===== src/rtl/parking_gate_controller.sv =====
// parking_gate_controller: single-lane parking gate arbiter with per-grant timeout,
// post-grant closed gap and saturating lot occupancy count.
`default_nettype none

module parking_gate_controller #(
   parameter  int CAPACITY = 8,
   parameter  int TIMEOUT  = 16,
   parameter  int GAP      = 2,
   localparam int CW       = $clog2(CAPACITY + 1)
) (
   input  logic          clk,
   input  logic          reset_n,
   input  logic          entry_req,
   input  logic          exit_req,
   input  logic          enter,
   input  logic          exit,
   output logic          gate_open,
   output logic          entry_grant,
   output logic          exit_grant,
   output logic          abort,
   output logic [CW-1:0] count,
   output logic          full,
   output logic          empty
);

   localparam int TW = $clog2(TIMEOUT + GAP + 1);

   typedef enum logic [1:0] {
      S_IDLE  = 2'd0,
      S_ENTRY = 2'd1,
      S_EXIT  = 2'd2,
      S_GAP   = 2'd3
   } state_t;

   typedef enum logic {
      DIR_ENTRY = 1'b0,
      DIR_EXIT  = 1'b1
   } dir_t;

   state_t        state, state_nx;
   dir_t          last_served, last_served_nx;
   logic [TW-1:0] timer, timer_nx;
   logic          abort_nx;
   logic          entry_ok, exit_ok, matched, expired;

   assign entry_ok = entry_req & ~full;
   assign exit_ok  = exit_req & ~empty;
   assign matched  = (state == S_ENTRY) ? enter : exit;
   assign expired  = (timer == TW'(TIMEOUT - 1));

   always_ff @(posedge clk or negedge reset_n) begin
      if (!reset_n) begin
         state       <= S_IDLE;
         last_served <= DIR_EXIT;
         timer       <= '0;
         abort       <= 1'b0;
      end else begin
         state       <= state_nx;
         last_served <= last_served_nx;
         timer       <= timer_nx;
         abort       <= abort_nx;
      end
   end

   always_comb begin
      state_nx       = state;
      last_served_nx = last_served;
      timer_nx       = timer;
      abort_nx       = 1'b0;
      case (state)
         S_IDLE: begin
            // With both directions eligible, serve the one not served last.
            if (entry_ok && (!exit_ok || last_served == DIR_EXIT)) begin
               state_nx       = S_ENTRY;
               last_served_nx = DIR_ENTRY;
               timer_nx       = '0;
            end else if (exit_ok) begin
               state_nx       = S_EXIT;
               last_served_nx = DIR_EXIT;
               timer_nx       = '0;
            end
         end
         S_ENTRY, S_EXIT: begin
            if (matched || expired) begin
               state_nx = S_GAP;
               timer_nx = '0;
               abort_nx = ~matched;
            end else begin
               timer_nx = timer + TW'(1);
            end
         end
         S_GAP: begin
            if (timer == TW'(GAP - 1)) begin
               state_nx = S_IDLE;
               timer_nx = '0;
            end else begin
               timer_nx = timer + TW'(1);
            end
         end
         default: state_nx = S_IDLE;
      endcase
   end

   // The detector reports physical movement, so the count follows it in every state.
   always_ff @(posedge clk or negedge reset_n) begin
      if (!reset_n) begin
         count <= '0;
      end else if (enter && !exit && count != CW'(CAPACITY)) begin
         count <= count + CW'(1);
      end else if (exit && !enter && count != '0) begin
         count <= count - CW'(1);
      end
   end

   assign gate_open   = (state == S_ENTRY) || (state == S_EXIT);
   assign entry_grant = (state == S_ENTRY);
   assign exit_grant  = (state == S_EXIT);
   assign full        = (count == CW'(CAPACITY));
   assign empty       = (count == '0);

endmodule

`default_nettype wire

===== config.mk =====
export PLATFORM = sky130hd
export DESIGN_NAME = parking_gate_controller
export DESIGN_NICKNAME = d
export VERILOG_FILES = /design/src/rtl/parking_gate_controller.sv
export SDC_FILE = /design/constraint.sdc
export NUM_CORES = 1
export LEC_CHECK = 0
export CAP_MARGIN = 0
export CORE_MARGIN = 2
export CORE_UTILIZATION = 55
export DETAILED_ROUTE_END_ITERATION = 16
export GPL_ROUTABILITY_DRIVEN = 0
export PLACE_DENSITY = 0.86
export SETUP_SLACK_MARGIN = 0.4
export SYNTH_ARGS = -nofsm -noshare
export SYNTH_HDL_FRONTEND = slang
export SYNTH_SLANG_ARGS = --single-unit

===== constraint.sdc =====
create_clock -name clk -period 3.2 [get_ports clk]
set_input_delay 0.64 -clock clk [delete_from_list [all_inputs] [get_ports clk]]
set_output_delay 0.64 -clock clk [all_outputs]
set_load 0.005 [all_outputs]

==> results of run 1 <==
## cell usage after synthesis, types with 3 or more instances
cell and n:
nand2_1 5, dfrtp_1 12, nor2_1 4, nor3_1 3, inv_1 9, mux2i_1 5, ha_1 9, nand2b_1 4
a21oi_1 6
## per-stage QoR
stage | instance area (µm²) | utilization (%) | setup slack (ps) | power [mW]
5_1_grt | 1130 | 72.5 | 656 | 1.15
3_5_place_dp | 1100 | 70.8 | 468 | 0.953
4_1_cts | 1130 | 72.5 | 749 | 1.06
3_3_place_gp | 1100 | 70.8 | 526 | 0.933
2_1_floorplan | 937 | - | 1130 | 0.734
6_report | 1130 | 72.5 | 753 | 1.06
## placed cells by master (no fill, tap or decap), types with 2 or more instances in the layout
cell type,netlist,final
clkdlybuf4s50_1,0,15
dfrtp_1,12,12
inv_1,9,9
ha_1,9,9
a21oi_1,6,6
mux2i_1,5,5
nand2_1,5,5
nand2b_1,4,4
nor2_1,4,4
nor3_1,3,3
clkbuf_4,0,3
and3_1,2,2
nand3_1,2,2
a211oi_1,2,2
o22ai_1,2,2
xor2_1,2,2
mux2_4,2,2
## worst paths after layout
check	to	slack, ps	cells past startpoint
max reg2reg	count[3]$_DFFE_PN0P_	1040	7
min in group asynchronous	state[1]$_DFFE_PN0P_	730	1
max	count[3]$_DFFE_PN0P_	750	8
min	timer[0]$_DFFE_PN0P_	530	1
max in group asynchronous	timer[2]$_DFFE_PN0P_	2080	1
min reg2reg	timer[0]$_DFFE_PN0P_	530	1
## layer usage
metal	track usage, %	part of all wire, %
met1	30.6	49
met2	35.1	45
met3	4.80	5.1
met4	3.53	0.59
met5	0	0
## cell type report
cell class | count | share of cell area (%)
multi-input cells | 67 | 50.7
flip-flops and latches | 13 | 28.9
repair buffers | 15 | 13.3
inverters | 9 | 2.99
clock buffers | 4 | 2.33
well taps | 16 | 1.77
## worst reg2reg max path: cells and delay by family (launching register included)
family	cells	cell delay [ps]
simple gates	3	780
flops	1	510
compound gates	2	360
fa+ha+maj	1	270
mux	1	130
## where the power goes
group          internal [mW]  switching [mW]  leakage [nW]
Clock                 0.0483          0.0570        0.0150
Combinational          0.341           0.275         0.313
Sequential             0.229           0.113         0.161
Total                  0.618           0.446         0.489
## registers in the layout (all words and copies together), names as in the netlist
register and flops:
timer 5, abort 1, last_served 1, state 2, count 4
## cells by family after synthesis
| group | Yosys count |
|---|---|
| muxes | 7 |
| DFF | 13 |
| and+or+nand+nor | 28 |
| xor gates and xnor gates | 2 |
| buffers and inverters | 10 |
| AOI/OAI and AO/OA | 20 |
| adders and majority gates | 10 |
==> flow_summary.json, run 1 <==
{
  "status": "finished, final reports clean",
  "cts_setup_buffers": 0,
  "cts_resized": 0,
  "ys_seq_area_share_pct": 34.8,
  "clock_latency_ps": 280,
  "setup_tns_ps": 0,
  "avgSynthCellArea_um2": 10.4,
  "yosysWarnings": 0,
  "max_freq_ghz": 0.409,
  "drt_pre_antenna_iters": 4,
  "crit_fanout": 7,
  "drt_iter0_markers": 17,
  "synthesis.area_um2": 937,
  "ys_types": 36,
  "die_w_um": 45.3,
  "grt_remaining_overflow": 0,
  "clk_pin_slew_ps": 80,
  "synth.mux.area_fraction_pct": 8.54,
  "grt_start_max_net_pins": 14,
  "min_period_over_period_pct": 76.5,
  "r2r-start": "count[1]$_DFFE_PN0P_",
  "rows": 14,
  "cp_slowest_cell": "clkdlybuf4s50_1",
  "crit_buf_inv": 1,
  "hold-worst-slack_ps": 531,
  "setup_viol": 0,
  "synth-xor-area-share_pct": 1.87,
  "peakVddDrop_mv": 0.640,
  "worstPathRequired_ps": 3370,
  "synthTopCellsByArea": "dfrtp_1 (32%), ha_1 (12%), mux2i_1 (5.3%), inv_1 (3.6%), a21oi_1 (3.2%)",
  "tightest_slew_ps": 616,
  "cts_tree": "done",
  "core_area_um2": 1560,
  "cp_top_family": "simple AND/OR/NAND/NOR gates",
  "holdBufCountCts": 0,
  "dr_total_vias": 751,
  "cts.path.max_buffers": 2,
  "worstSetupStartpointType": "input port",
  "leakage_nw": 0.489,
  "critical_path.cell_chain": "clkdlybuf4s50_1 -> nand2b_1 -> or2_2 -> ha_1 -> a21oi_1 -> nand2_1 -> mux2i_1 -> o211a_1",
  "power_density_nw_per_um2": 942,
  "yosys.area_share.simple_pct": 19.6,
  "regArea_um2": 327,
  "async_flop_share_pct": 100,
  "fin_crit_ps": 2450,
  "syn-instance-count": 90,
  "layout-drive-gt1-share_pct": 11.1,
  "report.final.slew_viol_count": 0,
  "htreeDepth": 1,
  "hp-class": "reg -> reg",
  "grt_pass1_vias": 720,
  "rsz0062_at_grt": "no",
  "synth_nets": 106,
  "fin_cells": 124,
  "clock_sinks": 13,
  "dp_hpwl_um": 1390,
  "worstSetupPathType": "in -> reg",
  "finClkSkew_ps": 2.46,
  "grt_pass1_wl_um": 3190,
  "synthAdderAreaFrac_pct": 14.2,
  "cts_buffers": 3,
  "drt_wl_total_um": 1880,
  "antenna_found_initial": 0,
  "numPlacedInstances": 120,
  "relSlewSlack_pct": 58.9,
  "endpoint_kind": "flop",
  "maxCapViolations": 0,
  "fillers": 121,
  "n_antenna_cell": 0,
  "synth_edf_count": 0,
  "finalHoldViolations": 0,
  "synth_top_family_by_area": "simple AND/OR/NAND/NOR gates",
  "dieHeight_um": 45.3,
  "synth_flop_cell": "dfrtp_1",
  "synth_compound_area_share_pct": 17.0,
  "final_nets": 125,
  "multi_input_area_um2": 573,
  "synth.largest_area_cell": "dfrtp_1",
  "hold_path.startpoint": "timer[0]$_DFFE_PN0P_",
  "synth_top_area_share_pct": 32.0,
  "ys_ff_latch": 13,
  "io_pins": 16,
  "root_buffer": "clkbuf_4",
  "routedWlPerCell_um": 15.2,
  "vias_per_cell": 6.06,
  "syn2layout_area_growth_pct": 20.6,
  "port_buffers": 15,
  "start_util_pct": 60.1,
  "startpoint": "exit",
  "slowest_delay_ps": 510,
  "ant_nets": 0,
  "grt_use_total_pct": 21.8,
  "cp.arrival_ps": 2620,
  "die_area_um2": 2050,
  "drc": 0
}
No activity file was read; power rests on OpenSTA's default activity.
==> inputs of run 2 (changes only) <==
CORE_UTILIZATION = 51   (was 55)
PLACE_DENSITY = 0.81   (was 0.86)
clock period = 2.45 ns   (was 3.2 ns; I/O delays follow)
==> flow_summary.json, run 2 (synthesis gave the netlist of run 1 again) <==
{
  "min_period_over_period_pct": 82.2,
  "dr_total_vias": 801,
  "leakage_nw": 0.555,
  "critical_path.cell_chain": "clkdlybuf4s50_1 -> nand2b_4 -> or2_4 -> ha_4 -> a21oi_1 -> nand2_1 -> mux2i_1 -> o211a_1",
  "final_nets": 136,
  "regMostFlops": "timer",
  "design_area_um2": 1270,
  "drt_wl_total_um": 2190,
  "start_util_pct": 54.3,
  "status": "finished, final reports clean",
  "worstPathRequired_ps": 2630,
  "dp_hpwl_um": 1500,
  "grt_remaining_overflow": 0,
  "cts_tree": "done",
  "startpoint": "enter",
  "io_pins": 16,
  "worstRegToRegCells": 7,
  "port_buffers": 15,
  "root_buffer": "clkbuf_4",
  "finalHoldViolations": 0,
  "maxCapViolations": 0,
  "grt_pass1_wl_um": 3440,
  "report.final.slew_viol_count": 0,
  "grt_use_total_pct": 23.5,
  "clk_pin_slew_ps": 70,
  "core_area_um2": 1730,
  "endpoint_kind": "flop",
  "max_freq_ghz": 0.497,
  "reg_top3": "timer (5), count (4), state (2)",
  "multi_input_area_um2": 619,
  "drc": 0,
  "peakVddDrop_mv": 0.665,
  "cp_slowest_cell": "clkdlybuf4s50_1",
  "clock_latency_ps": 280,
  "rows": 15,
  "routedWlPerCell_um": 15.2,
  "die_w_um": 46.9,
  "power_mw": 1.63,
  "cp_top_family": "buffers and inverters",
  "cp.depth": 8,
  "layout-drive-gt1-share_pct": 26.1,
  "worstSetupPathType": "in -> reg",
  "n_antenna_cell": 0,
  "crit_fanout": 4,
  "r2r_slack_ps": 510,
  "setup_viol": 0,
  "syn2layout_area_growth_pct": 35.6,
  "fin_crit_ps": 2010,
  "rsz0062_at_grt": "no",
  "rr_endpoint": "count[3]$_DFFE_PN0P_",
  "largest_reg_flops": 5,
  "clock_sinks": 13,
  "vias_per_cell": 5.56,
  "final_common_cell": "clkdlybuf4s50_1",
  "die_area_um2": 2200,
  "ant_nets": 0,
  "relSlewSlack_pct": 59.3,
  "r2r-start": "count[2]$_DFFE_PN0P_",
  "layout_common_cells": "clkdlybuf4s50_1 (13), buf_4 (11), dfrtp_1 (9)",
  "grt_pass1_vias": 740,
  "drt_pre_antenna_iters": 4,
  "placed_area_um2": 1140,
  "holdBufCountCts": 0,
  "fillers": 127,
  "power_density_nw_per_um2": 1280,
  "grt_start_max_net_pins": 14,
  "drt_iter0_markers": 18,
  "antenna_found_initial": 0,
  "worstSetupStartpointType": "input port",
  "crit_buf_inv": 1,
  "slowest_delay_ps": 520,
  "htreeDepth": 1,
  "cts.path.max_buffers": 2,
  "crit_end": "count[3]$_DFFE_PN0P_",
  "cp.arrival_ps": 2190,
  "dieHeight_um": 46.9,
  "post-route-util_pct": 73.6,
  "finClkSkew_ps": 4.52,
  "hold-worst-slack_ps": 543,
  "hp-class": "reg -> reg",
  "regArea_um2": 330,
  "tightest_slew_ps": 610,
  "cts_buffers": 3
}
-- run 2: layout make-up --
class                           count  share of cell area [%]
Timing Repair Buffer               26                    18.1
Tap cell                           25                    2.46
Inverter                            9                    2.66
Clock buffer                        4                    2.07
Multi-Input combinational cell     67                    48.7
Sequential cell                    13                    26.0
-- run 2: per-stage QoR --
| stage | cells | TNS [ps] | worst slack (ps) |
|---|---|---|---|
| finish | 144 | 0 | 437 |
| global route | 144 | 0 | 400 |
| CTS | 142 | 0 | 409 |
| detailed placement | 132 | -54.2 | -54.2 |
| global placement | 132 | 0 | 47.7 |
| floorplan | 90 | 0 | 443 |
-- run 2: worst min path at each step --
| stage | slack [ps] | start | to | cells past startpoint |
|---|---|---|---|---|
| floorplan | 190 | reset_n | abort$_DFF_PN0_ | 0 |
| global placement | 530 | timer[0]$_DFFE_PN0P_ | timer[0]$_DFFE_PN0P_ | 1 |
| detailed placement | 540 | last_served$_DFFE_PN1P_ | last_served$_DFFE_PN1P_ | 2 |
| CTS | 540 | last_served$_DFFE_PN1P_ | last_served$_DFFE_PN1P_ | 2 |
| global route | 570 | last_served$_DFFE_PN1P_ | last_served$_DFFE_PN1P_ | 2 |
| finish | 540 | last_served$_DFFE_PN1P_ | last_served$_DFFE_PN1P_ | 2 |
-- run 2: timing repair --
item | in CTS | in global routing
resized for setup | 10 | 3
pin swaps | 2 | 3
setup endpoints to repair | 5 | 3
cloned | 0 | 0
buffers inserted | 6 | 2
-- run 2: power by group --
| group | internal, mW | total [mW] | leakage (nW) | switching [mW] |
|---|---|---|---|---|
| Clock | 0.0634 | 0.132 | 0.0150 | 0.0690 |
| Combinational | 0.593 | 1.08 | 0.382 | 0.492 |
| Sequential | 0.305 | 0.412 | 0.158 | 0.107 |
-- run 2: metal layers --
layer	global-route usage [%]	up-vias	routed length, µm
li1	-	388	-
met1	31.2	391	968
met2	36.7	18	1090
met3	5.77	4	92
met4	10.0	0	36
met5	0	-	0
-- run 2: worst reg2reg max path: cells and delay by family (launching register included) --
| kind | cells | cell delay, ps |
|---|---|---|
| AO/OA/AOI/OAI | 2 | 350 |
| AND/OR/NAND/NOR | 3 | 670 |
| flip-flops | 1 | 470 |
| adder cells (fa/ha/maj) | 1 | 210 |
| multiplexers | 1 | 150 |
==> inputs of run 3 (changes only) <==
CORE_UTILIZATION = 46   (was 51)
PLACE_DENSITY = 0.78   (was 0.81)
clock period = 1.8 ns   (was 2.45 ns; I/O delays follow)
==> flow_summary.json, run 3 (synthesis gave the netlist of run 1 again) <==
{
  "status": "complete, but fails checks",
  "failed_checks": "setup timing",
  "dieHeight_um": 49.1,
  "clock_latency_ps": 290,
  "peakVddDrop_mv": 1.43,
  "leakage_nw": 0.715,
  "routedWlPerCell_um": 15.4,
  "finalHoldViolations": 0,
  "fin_ws_ps": -106,
  "endpoint_kind": "flop",
  "finClkSkew_ps": 3.83,
  "tightest_slew_ps": 406,
  "cp_slowest_cell": "dfrtp_2",
  "n_antenna_cell": 0,
  "drt_pre_antenna_iters": 4,
  "final_nets": 160,
  "fin_crit_ps": 1910,
  "layout-drive-gt1-share_pct": 60.8,
  "cp.arrival_ps": 2090,
  "final_common_cell": "buf_6",
  "setup_viol": 3,
  "antenna_found_initial": 0,
  "rows": 16,
  "rsz0062_at_grt": "yes",
  "vias_per_cell": 5.44,
  "die_area_um2": 2410,
  "worstPathRequired_ps": 1980,
  "largest_reg_flops": 5,
  "ant_nets": 0,
  "dr_total_vias": 924,
  "worstSetupPathType": "reg -> reg",
  "r2r_slack_ps": -110,
  "grt_remaining_overflow": 0,
  "start_util_pct": 48.3,
  "hp-class": "in -> async",
  "htreeDepth": 1,
  "drt_iter0_markers": 27,
  "core_area_um2": 1940,
  "grt_start_max_net_pins": 14,
  "reg_top3": "timer (5), count (4), state (2)",
  "cts_buffers": 3,
  "port_buffers": 15,
  "worstSetupStartpointType": "flop",
  "io_pins": 16,
  "report.final.slew_viol_count": 0,
  "setup_tns_ps": -251,
  "power_mw": 2.93,
  "cts_tree": "done",
  "min_period_over_period_pct": 106,
  "r2r-start": "count[2]$_DFFE_PN0P_",
  "max_freq_ghz": 0.525,
  "slowest_delay_ps": 440,
  "maxCapViolations": 0,
  "layout_common_cells": "buf_6 (21), buf_4 (18), ha_4 (7)",
  "crit_fanout": 4,
  "power_density_nw_per_um2": 1770,
  "root_buffer": "clkbuf_4",
  "syn2layout_area_growth_pct": 76.4,
  "critical_path.cell_chain": "nor4b_4 -> buf_4 -> or2_4 -> ha_4 -> buf_4 -> xor2_1 -> mux2_4",
  "startpoint": "count[2]$_DFFE_PN0P_",
  "cpMostUsedCell": "buf_4",
  "grt_use_total_pct": 24.0,
  "hold-worst-slack_ps": 373,
  "drc": 0,
  "regMostFlops": "timer",
  "die_w_um": 49.1,
  "dp_worst_setup_slack_ps": -346,
  "worstRegToRegCells": 7,
  "grt_pass1_vias": 925,
  "grt_pass1_wl_um": 4380,
  "cts.path.max_buffers": 2,
  "drt_wl_total_um": 2620,
  "post-route-util_pct": 85.1,
  "clock_sinks": 13,
  "relSlewSlack_pct": 72.9,
  "dp_hpwl_um": 1630,
  "clk_pin_slew_ps": 90
}
-- run 3: report_power, final --
part | leakage, nW | total [mW] | switching, mW | internal (mW)
combinational | 0.543 | 2.19 | 0.913 | 1.28
clock | 0.0177 | 0.198 | 0.115 | 0.0829
sequential | 0.154 | 0.544 | 0.124 | 0.421
-- run 3: worst paths after layout --
| kind | to |
|---|---|
| worst min register to register | timer[2]$_DFFE_PN0P_ |
| worst min-delay path | count[3]$_DFFE_PN0P_ |
| worst max-delay path | count[2]$_DFFE_PN0P_ |
| min in group clk | timer[2]$_DFFE_PN0P_ |
| worst max register to register | count[2]$_DFFE_PN0P_ |
| max in group asynchronous | last_served$_DFFE_PN1P_ |
-- run 3: critical path: cells and delay by family (launching register included) --
| family | cells | cell delay (ps) |
|---|---|---|
| xor+xnor | 1 | 150 |
| fa+ha+maj | 1 | 220 |
| mux | 1 | 250 |
| flops | 1 | 440 |
| buf+inv | 2 | 280 |
| simple gates | 2 | 460 |
-- run 3: per-stage QoR --
step,instance area [µm²],cells
floorplan,1000,90
global placement,1280,145
detailed placement,1280,145
CTS,1520,161
global route,1650,170
finish,1650,170
-- run 3: layer usage --
layer  global-route usage (%)  routed length, µm
met2                     42.1               1440
met1                     28.5               1030
met5                        0                  0
met4                     10.0                 46
met3                     4.60                100
-- run 3: final cells by class --
class / count / area (µm²)
multi-input cells: 67 / 748
repair buffers: 50 / 473
flip-flops and latches: 13 / 334
fillers: 104 / 289
inverters: 9 / 36.3
well taps: 27 / 33.8
clock buffers: 3 / 22.5
clock inverters: 1 / 5.00
-- run 3: what timing repair did --
action / 4_1_cts / 5_1_grt
gates resized for setup: 65 / 20
pin swaps: 6 / 8
hold buffers: 0 / 0
buffers inserted: 12 / 9
endpoints found under the setup margin: 22 / 19
